File: src/rtl/gate_in_debounce.sv
// Three-channel gate input debouncer: each raw pad level is double-flop synchronized,
// then accepted only after LIMIT consecutive differing samples.
module gate_in_debounce #(
   parameter int CNT_W = 4,
   parameter int LIMIT = 10
) (
   input  logic       clk,
   input  logic       rst_n,
   input  logic       en,
   input  logic       raw1,
   input  logic       raw2,
   input  logic       raw3,
   output logic       in1,
   output logic       in2,
   output logic       in3,
   output logic [2:0] chg
);

   typedef enum logic {
      ST_STABLE  = 1'b0,
      ST_PENDING = 1'b1
   } state_t;

   localparam logic [CNT_W-1:0] LIM_M1 = CNT_W'(LIMIT - 1);
   localparam logic [CNT_W-1:0] CNT_ONE = CNT_W'(1);

   logic [2:0] w_raw;
   logic [2:0] r_s1;
   logic [2:0] r_s2;

   assign w_raw = {raw3, raw2, raw1};

   // Two-flop synchronizer; keeps running regardless of en.
   always_ff @(posedge clk or negedge rst_n) begin
      if (!rst_n) begin
         r_s1 <= '0;
         r_s2 <= '0;
      end else begin
         r_s1 <= w_raw;
         r_s2 <= r_s1;
      end
   end

   for (genvar g = 0; g < 3; g++) begin : g_ch
      state_t           r_state;
      state_t           w_state_nxt;
      logic [CNT_W-1:0] r_cnt;
      logic [CNT_W-1:0] w_cnt_nxt;
      logic             r_in;
      logic             w_in_nxt;
      logic             r_chg;
      logic             w_chg_nxt;

      // A counter already at LIMIT-1 accepts on this edge; with LIMIT=1 that is
      // the STABLE case itself, since the counter then sits at 0.
      always_comb begin
         w_state_nxt = r_state;
         w_cnt_nxt   = r_cnt;
         w_in_nxt    = r_in;
         w_chg_nxt   = 1'b0;
         if (!en) begin
            w_state_nxt = ST_STABLE;
            w_cnt_nxt   = '0;
         end else if (r_s2[g] != r_in) begin
            if (r_cnt == LIM_M1) begin
               w_in_nxt    = r_s2[g];
               w_cnt_nxt   = '0;
               w_state_nxt = ST_STABLE;
               w_chg_nxt   = 1'b1;
            end else if (r_state == ST_STABLE) begin
               w_cnt_nxt   = CNT_ONE;
               w_state_nxt = ST_PENDING;
            end else begin
               w_cnt_nxt   = r_cnt + CNT_ONE;
            end
         end else begin
            w_state_nxt = ST_STABLE;
            w_cnt_nxt   = '0;
         end
      end

      always_ff @(posedge clk or negedge rst_n) begin
         if (!rst_n) begin
            r_state <= ST_STABLE;
            r_cnt   <= '0;
            r_in    <= 1'b0;
            r_chg   <= 1'b0;
         end else begin
            r_state <= w_state_nxt;
            r_cnt   <= w_cnt_nxt;
            r_in    <= w_in_nxt;
            r_chg   <= w_chg_nxt;
         end
      end
   end

   assign in1 = g_ch[0].r_in;
   assign in2 = g_ch[1].r_in;
   assign in3 = g_ch[2].r_in;
   assign chg = {g_ch[2].r_chg, g_ch[1].r_chg, g_ch[0].r_chg};

endmodule

File: config.mk
export PLATFORM = sky130hd
export DESIGN_NAME = gate_in_debounce
export DESIGN_NICKNAME = d
export VERILOG_FILES = /design/src/rtl/gate_in_debounce.sv
export SDC_FILE = /design/constraint.sdc
export NUM_CORES = 1
export LEC_CHECK = 0
export ABC_AREA = 1
export CORE_MARGIN = 8
export CORE_UTILIZATION = 49
export CTS_BUF_LIST = sky130_fd_sc_hd__clkbuf_8 sky130_fd_sc_hd__clkbuf_16
export DETAILED_ROUTE_END_ITERATION = 8
export HOLD_SLACK_MARGIN = 0.15
export PLACE_DENSITY = 0.73
export SYNTH_ARGS = -nofsm -noshare
export SYNTH_HDL_FRONTEND = slang
export SYNTH_SLANG_ARGS = --single-unit
File: constraint.sdc
create_clock -name clk -period 1.12 [get_ports clk]
set_clock_uncertainty 0.1 [all_clocks]
set_input_delay 0.224 -clock clk [delete_from_list [all_inputs] [get_ports clk]]
set_output_delay 0.224 -clock clk [all_outputs]
set_load 0.05 [all_outputs]
==> impl_metrics.toml <==
[worst_setup_path]
cp-start-kind = "flop"
slowest_delay_ps = 410
end_kind = "flop"
worstPathRequired_ps = 1170
r2r_slack_ps = -140
path_cells = "ha_2 -> nand2_2 -> nor2_4 -> inv_2 -> and3_4"
worst-setup-path-type = "reg2reg"
worstPathArrival_ps = 1320
crit_slowest_cell = "dfrtp_1"
crit_fanout = 4

[grt]
grt_pass1_wl_mm = 3.79
grtUsageTotal_pct = 10.9
grt_max_degree = 28
antenna_found_initial = 0
first_global_vias = 948
gr-total-overflow = 0

[cts]
cts_tree = "yes"
cts_buffer_depth = 2
htreeDepth = 1
holdBufCountCts = 0
cts_sinks = 27
clkLatencyLatePin_ps = 260
cts.root.buffer_cell = "clkbuf_8"
cts_buffers = 3
path_clk_slew_ps = 80

[synthesis]
synth_cells = 121
synth_flop_cell = "dfrtp_1"
synth-seq-area-share_pct = 55.7
synth_area_per_cell_um2 = 10.0
ys_ff_latch = 27
synthesis.nets = 133
synthArstFlopShare_pct = 100
synth_warnings = 0
netlist_area_um2 = 1210
synth_edf_count = 0
synth_cell_types = 15

[detailed_routing]
drc = 0
vias_per_cell = 4.89
first_pass_iters = 4
drt-initial-drc-count = 21
vias = 885
final_antenna_net_count = 0
routed_wl_mm = 2.31
wl_per_cell_um = 12.8

[power]
p_leak_nw = 0.782
worst_ir_drop_vdd_mv = 0.825
power.density_nw_per_um2 = 1000
totalPowerFinal_mw = 1.66

[timing]
clock.fmax_mhz = 792
setup_viol = 23
hold_viol = 0
relSlewSlack_pct = 86.3
min_period_ps = 1260
rsz0062_at_grt = "true"
max_slew.worst_pin.slew_ps = 206
maxSlewViolCount = 0
period_share_pct = 113
setup_slack_ps = -143

[floorplan]
core-area_um2 = 2410
die_w_um = 65.7
pin_count = 12
dieArea_um2 = 4320
initial_core_util_pct = 50.3
num_rows = 18
die_h_um = 65.7

[layout]
stdcell_count = 181
final_cell_mix = "dfrtp_1 (24), nand2_1 (21), buf_4 (17)"
layout-drive-gt1-share_pct = 38.4
final_common_cell = "dfrtp_1"
num-nets-final = 164
design_area_um2 = 1660
syn_to_final_growth_pct = 36.8
n_fill_cell = 162
n_antenna_cell = 0
post-route-util_pct = 68.8

[placement]
pre_cts_slack_ps = -285
port_buffers = 11
dpl_cell_area_um2 = 1500
gp_congestion = 0.746
dp_cells = 168
dp_hpwl_mm = 1.63

[flow_run]
drv_cap = 0

[status]
violations = "setup timing"
status = "finished, violations left"

[min_path]
hp-class = "in2async"
-- cells by family after synthesis --
group	Yosys count	share of synthesized area (%)
XOR/XNOR	3	2.17
buffers and inverters	19	6.81
flip-flops	27	55.7
AO/OA/AOI/OAI	3	1.24
adder cells (fa/ha/maj)	6	6.19
AND/OR/NAND/NOR	63	27.9
-- registers in the layout, summed over array words and instances (netlist names) --
signal        cells
in2               1
in1               1
g_ch.r_state      3
in3               1
g_ch.r_chg        3
r_s1              3
g_ch.r_cnt       12
r_s2              3
-- synth_stat cells, types with 6 or more instances --
cell type,instances,area share [%]
ha_1,6,6.2
inv_1,16,5.0
nand2_1,24,7.4
nand3_1,9,3.7
nor2_1,9,2.8
nor2_4,6,5.6
dfrtp_1,27,56
-- report_power, final --
part,total (mW),internal [mW],switching [mW]
clock,0.500,0.244,0.256
combinational,0.143,0.0705,0.0723
sequential,1.02,0.997,0.0205
-- worst paths after layout --
path | from | endpoint | cells past startpoint
setup / recovery | g_ch[0].r_cnt[0] | g_ch[0].r_cnt[0] | 5
hold / removal | rst_n | r_s1[1] | 2
setup reg to reg | g_ch[0].r_cnt[0] | g_ch[0].r_cnt[0] | 5
hold reg to reg | r_s1[1] | r_s2[1] | 0
max in group asynchronous | rst_n | in3 | 2
min in group clk | r_s1[1] | r_s2[1] | 0
-- layout make-up --
cell class | instances | area [µm²] | area share (%)
Sequential cell | 27 | 679 | 41.0
Multi-Input combinational cell | 75 | 519 | 31.3
Timing Repair Buffer | 29 | 318 | 19.2
Inverter | 16 | 60.1 | 3.62
Clock buffer | 3 | 41.3 | 2.49
Tap cell | 30 | 37.5 | 2.26
Clock inverter | 1 | 3.75 | 0.226
-- worst max-delay path: cells and delay by family (launching register included) --
family	cells	cell delay, ps
adder cells (fa/ha/maj)	1	200
buffers and inverters	1	80
flip-flops	1	410
AND/OR/NAND/NOR	3	380
-- layer usage --
metal | GRT usage (%) | up-vias | share of wire, %
met1 | 11.4 | 430 | 42
met4 | 3.27 | 0 | 0.48
met3 | 2.38 | 2 | 2.6
met5 | 0 | - | 0
met2 | 21.1 | 13 | 54
li1 | - | 440 | -
-- per-stage QoR --
| step | hold slack [ps] | TNS (ps) |
|---|---|---|
| 5_1_grt | 229 | -3260 |
| 3_3_place_gp | 233 | -3920 |
| 2_1_floorplan | -172 | -292 |
| 3_5_place_dp | 240 | -4500 |
| 4_1_cts | 234 | -1690 |
| 6_report | 226 | -1760 |
-- timing repair --
item                                    4_1_cts  5_1_grt
endpoints found under the hold margin         0        0
buffers inserted                              7        2
endpoints found under the setup margin       24       26
pin swaps                                     5        3
gates resized for setup                       9        5
Power figures use the tool's default switching activity.
